File: config.mk
export PLATFORM = sky130hd
export DESIGN_NAME = switch_debouncer
export DESIGN_NICKNAME = d
export VERILOG_FILES = /design/src/rtl/switch_debouncer.sv
export SDC_FILE = /design/constraint.sdc
export NUM_CORES = 1
export LEC_CHECK = 0
export ABC_CLOCK_PERIOD_IN_PS = 1800
export BUFFER_PORTS_ARGS = -buffer_cell sky130_fd_sc_hd__buf_2
export CAP_MARGIN = 20
export CORE_MARGIN = 3
export CORE_UTILIZATION = 40
export CTS_CLUSTER_SIZE = 16
export DETAILED_ROUTE_END_ITERATION = 7
export MAX_ROUTING_LAYER = met4
export PLACE_DENSITY = 0.64
export REMOVE_ABC_BUFFERS = 1
export SLEW_MARGIN = 10
export SYNTH_ARGS = -nofsm -noshare
export SYNTH_HDL_FRONTEND = slang
export SYNTH_SLANG_ARGS = --single-unit
File: constraint.sdc
create_clock -name clk_i -period 1.8 [get_ports clk_i]
set_input_delay 0.18 -clock clk_i [delete_from_list [all_inputs] [get_ports clk_i]]
set_output_delay 0.18 -clock clk_i [all_outputs]
set_load 0.02 [all_outputs]
File: src/rtl/switch_debouncer.sv
// Switch debouncer: synchronises a raw slide-switch vector into clk_i and commits
// a new value only after it has held for DEBOUNCE_CYCLES cycles. SWDEB_SYNC3_EN selects a 3-stage synchroniser.
//
// state  | meaning
// -------+------------------------------------------------------------
// IDLE   | synchronised input matches sw_stable_o, nothing to qualify
// COUNT  | a candidate differing from sw_stable_o is being qualified
module switch_debouncer #(
    parameter int WIDTH           = 10,
    parameter int DEBOUNCE_CYCLES = 10000
) (
    input  logic             clk_i,
    input  logic             reset_i,
    input  logic [WIDTH-1:0] sw_raw_i,
    output logic [WIDTH-1:0] sw_stable_o,
    output logic             changed_o,
    output logic             busy_o
);

`ifdef SWDEB_SYNC3_EN
    localparam int SYNC_STAGES = 3;
`else
    localparam int SYNC_STAGES = 2;
`endif

    localparam int CNT_W = $clog2(DEBOUNCE_CYCLES + 1);
    localparam logic [CNT_W-1:0] CNT_MAX  = CNT_W'(DEBOUNCE_CYCLES);
    localparam logic [CNT_W-1:0] CNT_ONE  = CNT_W'(1);
    localparam logic [CNT_W-1:0] CNT_ZERO = '0;

    localparam logic [0:0] ST_IDLE  = 1'b0;
    localparam logic [0:0] ST_COUNT = 1'b1;

    logic [WIDTH-1:0] sync_q [SYNC_STAGES];
    logic [WIDTH-1:0] sync;

    logic [0:0]       state_q, state_d;
    logic [WIDTH-1:0] cand_q, cand_d;
    logic [CNT_W-1:0] cnt_q, cnt_d;
    logic [WIDTH-1:0] stable_q, stable_d;
    logic             changed_q, changed_d;

    always_ff @(posedge clk_i or posedge reset_i) begin
        if (reset_i) begin
            for (int i = 0; i < SYNC_STAGES; i++) begin
                sync_q[i] <= '0;
            end
        end else begin
            sync_q[0] <= sw_raw_i;
            for (int i = 1; i < SYNC_STAGES; i++) begin
                sync_q[i] <= sync_q[i-1];
            end
        end
    end

    assign sync = sync_q[SYNC_STAGES-1];

    // Abort has priority over restart, restart over commit: a bounce back to the
    // committed value on the commit edge must not produce a strobe.
    always_comb begin
        state_d   = state_q;
        cand_d    = cand_q;
        cnt_d     = cnt_q;
        stable_d  = stable_q;
        changed_d = 1'b0;
        case (state_q)
            ST_IDLE: begin
                if (sync != stable_q) begin
                    cand_d  = sync;
                    cnt_d   = CNT_ONE;
                    state_d = ST_COUNT;
                end
            end
            ST_COUNT: begin
                if (sync == stable_q) begin
                    cnt_d   = CNT_ZERO;
                    state_d = ST_IDLE;
                end else if (sync != cand_q) begin
                    cand_d = sync;
                    cnt_d  = CNT_ONE;
                end else if (cnt_q == CNT_MAX) begin
                    stable_d  = cand_q;
                    changed_d = 1'b1;
                    cnt_d     = CNT_ZERO;
                    state_d   = ST_IDLE;
                end else begin
                    cnt_d = cnt_q + CNT_ONE;
                end
            end
            default: begin
                cnt_d   = CNT_ZERO;
                state_d = ST_IDLE;
            end
        endcase
    end

    always_ff @(posedge clk_i or posedge reset_i) begin
        if (reset_i) begin
            state_q   <= ST_IDLE;
            cand_q    <= '0;
            cnt_q     <= CNT_ZERO;
            stable_q  <= '0;
            changed_q <= 1'b0;
        end else begin
            state_q   <= state_d;
            cand_q    <= cand_d;
            cnt_q     <= cnt_d;
            stable_q  <= stable_d;
            changed_q <= changed_d;
        end
    end

    assign sw_stable_o = stable_q;
    assign changed_o   = changed_q;
    assign busy_o      = (state_q == ST_COUNT);

endmodule

==> Word-level counts from Yosys, hierarchy flattened <==
Cells that the tools add are included.
W data, S select, Z words.
{ "totals": {"out_inout_bits": 12, "reg_bits": 56, "wordCells": 38} }
{ "op_classes": {"addsub": 1, "reduce_logical": 2, "n_mux": 18, "n_eq_ne": 7, "bitwise_logic": 3} }
{ "ops": {"columns": ["cell", "count"], "rows": [
  ["$mux W14", 4],
  ["$mux W10", 3],
  ["$pmux W14 S2", 1],
  ["$ne A10 B10 Y1", 2],
  ["$pmux W10 S2", 1],
  ["$add A14 B1 Y14 const B", 1],
  ["$eq A14 B14 Y1 const B", 1],
  ["$eq A10 B10 Y1", 1],
  ["$mux W1", 8],
  ["$ne A2 B2 Y1 const B", 2],
  ["$reduce_and A4 Y1", 1],
  ["$not A1 Y1", 3],
  ["$reduce_and A3 Y1", 1],
  ["$ne A2 B1 Y1 const B", 1],
  ["$pmux W1 S2", 1]
]} }

==> Longest topological paths before layout <==
Gate-level depths: netlist of run 1.
{ "logic_depth": {"ltp_word": 5, "mapped_depth": 8, "depth_no_buf": 7} }

==> Least setup slack after synthesis of run 1 <==
Ideal clock, no wire load.
{ "synth_timing": {"path_type": "register -> register", "start": "register cnt_q[0]", "end": "register cnt_q[12]", "path_buffers": 1, "t_arrival_ps": 1698, "path_slack_ps": 16, "stages_incl_launch_ff": 9, "path_cell_list": "dfrtp_1 -> inv_1 -> ha_1 -> and4b_1 -> and4_1 -> nor4_4 -> buf_2 -> o2111ai_1 -> o221ai_2"} }
{ "synth_between": {"elab_chain_cells": 5} }
{ "synth_lines": {"columns": ["item", "line", "source"], "rows": [
  ["from (decl)", "39", "logic [CNT_W-1:0] cnt_q, cnt_d;"],
  ["from (signal assigned)", "107", "cnt_q <= cnt_d;"],
  ["$add A14 B1 Y14 / $eq A14 B14 Y1 (equally long branches)", "87, 81", null],
  ["$mux W14 (*)", "81", "end else if (cnt_q == CNT_MAX) begin"],
  ["$mux W14 (*)", "78", "end else if (sync != cand_q) begin"],
  ["$mux W14 (*)", "75", "if (sync == stable_q) begin"],
  ["$pmux W14 S2 (*)", "66", "case (state_q)"]
]} }
Mark *: on every way between the ends. The rest lies on a longest branch, timed or not.
A chain may end at the register's enable or synchronous reset.

==> Worst setup path in the final report of run 1 <==
{ "layout_timing": {"start": "register sync_q (netlist bit sync[8])", "end": "register cnt_q[12]"} }
{ "layout_between": {"elab_chain_cells": 4} }
{ "layout_lines": {"columns": ["item", "line", "source"], "rows": [
  ["from (decl)", "34", "logic [WIDTH-1:0] sync_q [SYNC_STAGES];"],
  ["from (signal, indexed assignment)", "51", "sync_q[i] <= sync_q[i-1];"],
  ["$ne A10 B10 Y1", "78", null],
  ["$mux W14", "78", null],
  ["$mux W14", "75", null],
  ["$pmux W14 S2", "66", null]
]} }
Parallel ways exist; a longest one is shown, timed or not.

==> impl_metrics.ini, run 1 <==
[setup_path]
timing.critical_path.slowest_cell_delay_ns = 0.41
reg2reg_setup_slack_ns = -0.08
r2r-end = cnt_q[12]$_DFFE_PP0P_
critical_path_depth = 9
cpLargestDelayFamily = buffers and inverters
worst-endpoint-required_ns = 2.04
worstPathCellList = buf_6 > xnor2_2 > nand4_1 > buf_4 > nor4_4 > buf_4 > buf_6 > o2111ai_2 > o221ai_2
critical_path_class = flip-flop to flip-flop
cp_max_fo = 5
setup.worst_path.start_class = flip-flop
slowest_stage_cell_cp = sky130_fd_sc_hd__dfrtp_1
timing.critical_path.to_type = flip-flop
r2r-start = sync[8]$_DFF_PP0_
cp-startpoint = sync[8]$_DFF_PP0_
rr_worst_depth = 9
cp-endpoint = cnt_q[12]$_DFFE_PP0P_
worstPathBufferInverterCount = 4
worst-endpoint-arrival_ns = 2.12

[finish]
post_layout_nonfiller_instances = 347
antenna_cells_inserted = 0
combined_flip_flop_and_latch_cell_area_um2 = 1400
share_of_layout_cells_above_drive_strength_1_pct = 45.8
nets = 288
final_core_utilization_pct = 59.0
nFillCells = 470
multi_input_area_um2 = 1100
area_growth_syn_to_layout_pct = 38.7

[yosys]
post_synth.cell_area_avg_um2 = 12.8
async_reset_ff_share_pct = 100
yosys-top-cells-count = 56 x sky130_fd_sc_hd__dfrtp_1, 20 x sky130_fd_sc_hd__mux2_2, 13 x sky130_fd_sc_hd__xnor2_1
sequential_element_share_of_the_synthesized_area_pct = 57.6
synth.ff_latch_count = 56
synth_largest_area_cell = sky130_fd_sc_hd__dfrtp_1
synth_cells = 190
synth.distinct_cells = 38
syn-cell-area_um2 = 2430
synth_enable_flop_cells = 0
synth_top_cells_by_area = sky130_fd_sc_hd__dfrtp_1 58%, sky130_fd_sc_hd__mux2_2 9.3%, sky130_fd_sc_hd__xnor2_1 4.7%
top_count_cell_post_synth = sky130_fd_sc_hd__dfrtp_1
synth_ff_type = sky130_fd_sc_hd__dfrtp_1
ys_warns = 0
yosysTopAreaCellShare_pct = 57.6

[floorplanning]
core_um2 = 5710
initial_utilization_pct = 42.6
design.die.area_um2 = 7050
design.portCount = 24
floorplan.die.height_um = 84.0
placement_rows = 27
die-width_um = 84.0

[place]
portBuffers = 23
half_perimeter_wire_length_after_placement_mm = 3.37
placed_cells = 317
gp_congestion = 0.809

[sta]
final_period_minus_worst_setup_slack_ns = 1.88
maxSlewHeadroom_pct = 70.6
timing.final.max_slew_violations = 0
fin_worst_hold_slack_ns = 0.355
finalHoldViolations = 0
worstMarginPinSlew_ns = 0.441
worst_clock_skew_ns = 0.00920
timing.fmax_ghz = 0.531
portion_of_the_clock_cycle_consumed_by_the_worst_path_in_the_final_layout_pct = 105
grt_setup_unrepaired = true
worst_slack_ns = -0.0818
setup_viol_count_final = 27

[clock_network]
insertion_delay_ns = 0.31
cts_buffers = 5
max-clock-path-buffers = 2
ctsRootBufferMaster = sky130_fd_sc_hd__clkbuf_8
cts_max_level = 2
tritoncts = yes
clkTransAtPathRegs_ns = 0.10
clock_sinks = 56

[route]
antenna_violating_nets_post_route = 0
detail_route.first_pass.iterations = 4
dr_total_vias = 1759
route.detailed.vias_per_inst = 5.07
routed_wl_mm = 5.06
remaining_drc_errors = 0
dr.first_iter.drc_count = 109
routedWlPerCell_um = 14.6

[run]
drv.max_cap_violation_count = 0

[global_routing]
grt-ovfl-total = 0
initial_antenna_violation_count = 0
via_count_of_the_first_global_routing_pass = 1931
groute.usage.overall_pct = 16.1
grt_start_max_net_pins = 39
wire_length_of_the_first_global_routing_pass_mm = 8.83

[power]
power.density_cell_area_nw_per_um2 = 645
ir_drop_mv = 0.353
total_leakage_power_nw = 1.53

[status]
outcome = complete, but fails checks
violations = negative setup slack

[worst_hold_path]
holdCritPathClass = flip-flop to flip-flop
-- through the flow --
stage	power [mW]	setup WS [ns]	setup TNS [ns]	cell area, µm²
after detailed placement	1.46	-0.282	-7.28	2900
after floorplan	1.40	-0.590	-16.68	2410
after global placement	1.46	-0.130	-2.55	2900
final	2.18	-0.0818	-1.44	3370
after global routing	2.27	-0.243	-5.99	3370
after CTS	2.20	-0.0667	-1.03	3250
-- area by class of cell --
cell class | count | share of cell area [%]
clock buffers | 5 | 2.04
clock inverters | 3 | 0.668
inverters | 12 | 1.34
multi-input cells | 119 | 32.5
flip-flops and latches | 56 | 41.6
well taps | 72 | 2.67
repair buffers | 80 | 19.2
-- how the worst min path moves through the flow --
stage | from | to | slack, ns | cells past startpoint
after floorplan | sw_raw_i[0] | sync_q[10]$_DFF_PP0_ | 0.21 | 0
after global placement | reset_i | cnt_q[5]$_DFFE_PP0P_ | 0.22 | 2
after detailed placement | reset_i | cnt_q[4]$_DFFE_PP0P_ | 0.21 | 2
after CTS | sync_q[14]$_DFF_PP0_ | sync[4]$_DFF_PP0_ | 0.36 | 0
after global routing | sync_q[15]$_DFF_PP0_ | sync[5]$_DFF_PP0_ | 0.37 | 0
final | sync_q[14]$_DFF_PP0_ | sync[4]$_DFF_PP0_ | 0.36 | 0
-- state kept, by name, summed over array words and instances (netlist names) --
signal and count:
busy_o 1, cand_q 10, changed_o 1, cnt_q 14, sw_stable_o 10, sync 10
sync_q 10
-- worst register-to-register path: stages, from the launching register on --
cell and delay, ns:
sky130_fd_sc_hd__dfrtp_1 0.41, sky130_fd_sc_hd__buf_6 0.13, sky130_fd_sc_hd__xnor2_2 0.12, sky130_fd_sc_hd__nand4_1 0.18, sky130_fd_sc_hd__buf_4 0.20, sky130_fd_sc_hd__nor4_4 0.29, sky130_fd_sc_hd__buf_4 0.18, sky130_fd_sc_hd__buf_6 0.12
sky130_fd_sc_hd__o2111ai_2 0.10, sky130_fd_sc_hd__o221ai_2 0.07
-- report_power, final --
| group | internal, mW | total [mW] | switching, mW |
|---|---|---|---|
| combinational | 0.0857 | 0.151 | 0.0651 |
| clock | 0.280 | 0.707 | 0.427 |
| sequential | 1.29 | 1.32 | 0.0260 |
| total | 1.66 | 2.18 | 0.518 |
-- cells by family after synthesis --
kind of cell / synth area share, %
multiplexers: 9.26
adder cells (fa/ha/maj): 1.03
XOR/XNOR: 8.29
flip-flops: 57.6
AND/OR/NAND/NOR: 12.3
AO/OA/AOI/OAI: 8.90
buffers and inverters: 2.62
-- cells in the final DEF, fill, tap and decap left out, types with 3 or more instances in the layout --
cell type                       instances
sky130_fd_sc_hd__nor2_1                 5
sky130_fd_sc_hd__inv_1                 11
sky130_fd_sc_hd__o221ai_2               6
sky130_fd_sc_hd__o21ai_1                3
sky130_fd_sc_hd__and3_1                 6
sky130_fd_sc_hd__xor2_1                10
sky130_fd_sc_hd__nand4_1                6
sky130_fd_sc_hd__buf_6                  7
sky130_fd_sc_hd__mux2_2                20
sky130_fd_sc_hd__xnor2_1               10
sky130_fd_sc_hd__buf_4                 35
sky130_fd_sc_hd__dfrtp_1               56
sky130_fd_sc_hd__nand2_1                4
sky130_fd_sc_hd__o211ai_1               3
sky130_fd_sc_hd__nand3_1                3
sky130_fd_sc_hd__clkbuf_8               5
sky130_fd_sc_hd__nor3_1                 3
sky130_fd_sc_hd__xnor2_2                3
sky130_fd_sc_hd__nand3_2                5
sky130_fd_sc_hd__o2bb2ai_2              3
sky130_fd_sc_hd__buf_2                 23
sky130_fd_sc_hd__dlygate4sd3_1         11
-- what timing repair did --
action,4_1_cts,5_1_grt
hold endpoints to repair,28,0
hold buffers,11,0
pin swaps,5,8
gates resized for setup,19,20
buffers inserted,6,1
setup endpoints to repair,36,34
gates cloned,2,2
-- layer usage --
layer  GRT usage [%]  wire [µm]  vias to the layer above
met5               -          0                        -
met4            5.70         74                        0
met3            3.26        160                        6
met2            26.2       2450                       26
met1            20.0       2370                      872
li1                -          -                      855
Power figures use the tool's default switching activity.
==> run 2: changes to the inputs <==
- CORE_MARGIN: 3 -> 2
==> impl_metrics.ini, run 2 (synthesis gave the netlist of run 1 again) <==
[status]
outcome = complete, but fails checks
violations = negative setup slack

[global_routing]
met1_usage_pct = 21.1
grt_start_max_net_pins = 34
wire_length_of_the_first_global_routing_pass_mm = 8.30
globalRoute.busiestLayer = met2
globalRouteMet2Util_pct = 28.0
groute.usage.overall_pct = 16.9
grt.met3_usage_pct = 3.74
via_count_of_the_first_global_routing_pass = 1803
grt-ovfl-total = 0
initial_antenna_violation_count = 0

[sta]
worst_clock_skew_ns = 0.00531
timing.final.max_slew_violations = 0
grt_setup_unrepaired = true
final_period_minus_worst_setup_slack_ns = 1.87
maxSlewHeadroom_pct = 64.2
portion_of_the_clock_cycle_consumed_by_the_worst_path_in_the_final_layout_pct = 104
worst_slack_ns = -0.0698
finalHoldViolations = 0
timing.fmax_ghz = 0.535
worstMarginPinSlew_ns = 0.536
totalNegativeSetupSlack_ns = -0.925
setup_viol_count_final = 25

[setup_path]
timing.critical_path.to_type = flip-flop
worst-endpoint-required_ns = 2.00
critical_path_class = flip-flop to flip-flop
worst-endpoint-arrival_ns = 2.07
cp_max_fo = 7
setup.worst_path.start_class = flip-flop

[route]
dr_total_vias = 1755
routed_wl_mm = 5.12
antenna_violating_nets_post_route = 0
routedWlPerCell_um = 14.7
route.detailed.vias_per_inst = 5.04
remaining_drc_errors = 0
detail_route.first_pass.iterations = 4
dr.first_iter.drc_count = 52

[power]
netSwitchingPower_mw = 0.502
seqPwrFrac_pct = 61.0
power.share.combinational_pct = 7.3
total_leakage_power_nw = 1.54
ir_drop_mv = 0.611
clkPwrFrac_pct = 31.7
swShare_pct = 23.2
power.density_cell_area_nw_per_um2 = 635
totalPowerFinal_mw = 2.16
internal_power_mw = 1.66

[clock_network]
clock_sinks = 56
clkTransAtPathRegs_ns = 0.10
max-clock-path-buffers = 2
insertion_delay_ns = 0.31
cts_max_level = 2
tritoncts = yes
ctsRootBufferMaster = sky130_fd_sc_hd__clkbuf_8
cts_buffers = 5

[finish]
share_of_layout_cells_above_drive_strength_1_pct = 44.7
mostFrequentLayoutCells = 56 x sky130_fd_sc_hd__dfrtp_1, 28 x sky130_fd_sc_hd__buf_4, 23 x sky130_fd_sc_hd__buf_2
antenna_cells_inserted = 0
final_core_utilization_pct = 57.8
largest_reg_flops = 14
mostFrequentLayoutCell = sky130_fd_sc_hd__dfrtp_1
register_with_the_highest_flop_count = cnt_q
nets = 286
area_growth_syn_to_layout_pct = 40.0

[place]
half_perimeter_wire_length_after_placement_mm = 3.21
gp_congestion = 0.753
portBuffers = 23

[floorplanning]
design.die.area_um2 = 6720
core_um2 = 5890
initial_utilization_pct = 41.3
placement_rows = 28
floorplan.die.height_um = 82.0
design.portCount = 24
die-width_um = 82.0

[run]
drv.max_cap_violation_count = 0

[worst_hold_path]
holdCritPathClass = flip-flop to flip-flop
==> run 2: worst max-delay path, stage by stage (launching register included) <==
cell,delay (ns)
sky130_fd_sc_hd__dfrtp_1,0.43
sky130_fd_sc_hd__xor2_1,0.16
sky130_fd_sc_hd__nor4_2,0.30
sky130_fd_sc_hd__nand4_1,0.16
sky130_fd_sc_hd__buf_6,0.18
sky130_fd_sc_hd__o31a_1,0.21
sky130_fd_sc_hd__mux2_2,0.31
==> run 2: power by group through the flow <==
stage	Sequential [mW]	Combinational, mW	Clock (mW)
6_report	1.32	0.157	0.686
5_1_grt	1.32	0.172	0.771
4_1_cts	1.32	0.149	0.707
3_5_place_dp	1.34	0.115	0
3_3_place_gp	1.34	0.114	0
2_1_floorplan	1.34	0.0652	0
==> run 2: timing repair <==
action	in CTS	in global routing
hold buffers	11	0
gates resized for setup	17	26
pin swaps	8	11
endpoints found under the hold margin	33	0
buffers inserted	6	2
endpoints found under the setup margin	31	33
gates cloned	2	2
==> run 2: cell type report <==
class	instances	area, µm²
clock buffer	6	72.6
clock inverter	2	16.3
fill	504	2480
inverter	12	45.0
multi-input combinational	120	1140
sequential	56	1400
tap	75	93.8
timing repair buffer	77	636
==> run 2: through the flow <==
step           setup WS, ns  hold slack (ns)  area [µm²]  cells
2_1_floorplan        -0.590            0.211        2410    186
3_3_place_gp         -0.148            0.246        2880    317
3_5_place_dp         -0.178            0.254        2880    317
4_1_cts             -0.0508            0.360        3240    344
5_1_grt              -0.142            0.364        3400    348
6_report            -0.0698            0.354        3400    348
==> run 2: worst paths after layout <==
| path | start | to | slack [ns] | cells past startpoint |
|---|---|---|---|---|
| max in group asynchronous | reset_i | cand_q[1]$_DFFE_PP0P_ | 0.79 | 4 |
| max | sync[1]$_DFF_PP0_ | cand_q[4]$_DFFE_PP0P_ | -0.07 | 6 |
| min in group asynchronous | reset_i | sync[6]$_DFF_PP0_ | 0.46 | 3 |
| min | sync_q[12]$_DFF_PP0_ | sync[2]$_DFF_PP0_ | 0.35 | 0 |
| max reg2reg | sync[1]$_DFF_PP0_ | cand_q[4]$_DFFE_PP0P_ | -0.07 | 6 |
| min reg2reg | sync_q[12]$_DFF_PP0_ | sync[2]$_DFF_PP0_ | 0.35 | 0 |
==> run 2: routing by layer <==
metal  wire length [µm]  up-vias
met3                139        6
met1               2290      872
met5                  0        -
li1                   -      849
met4                 56        0
met2               2640       28
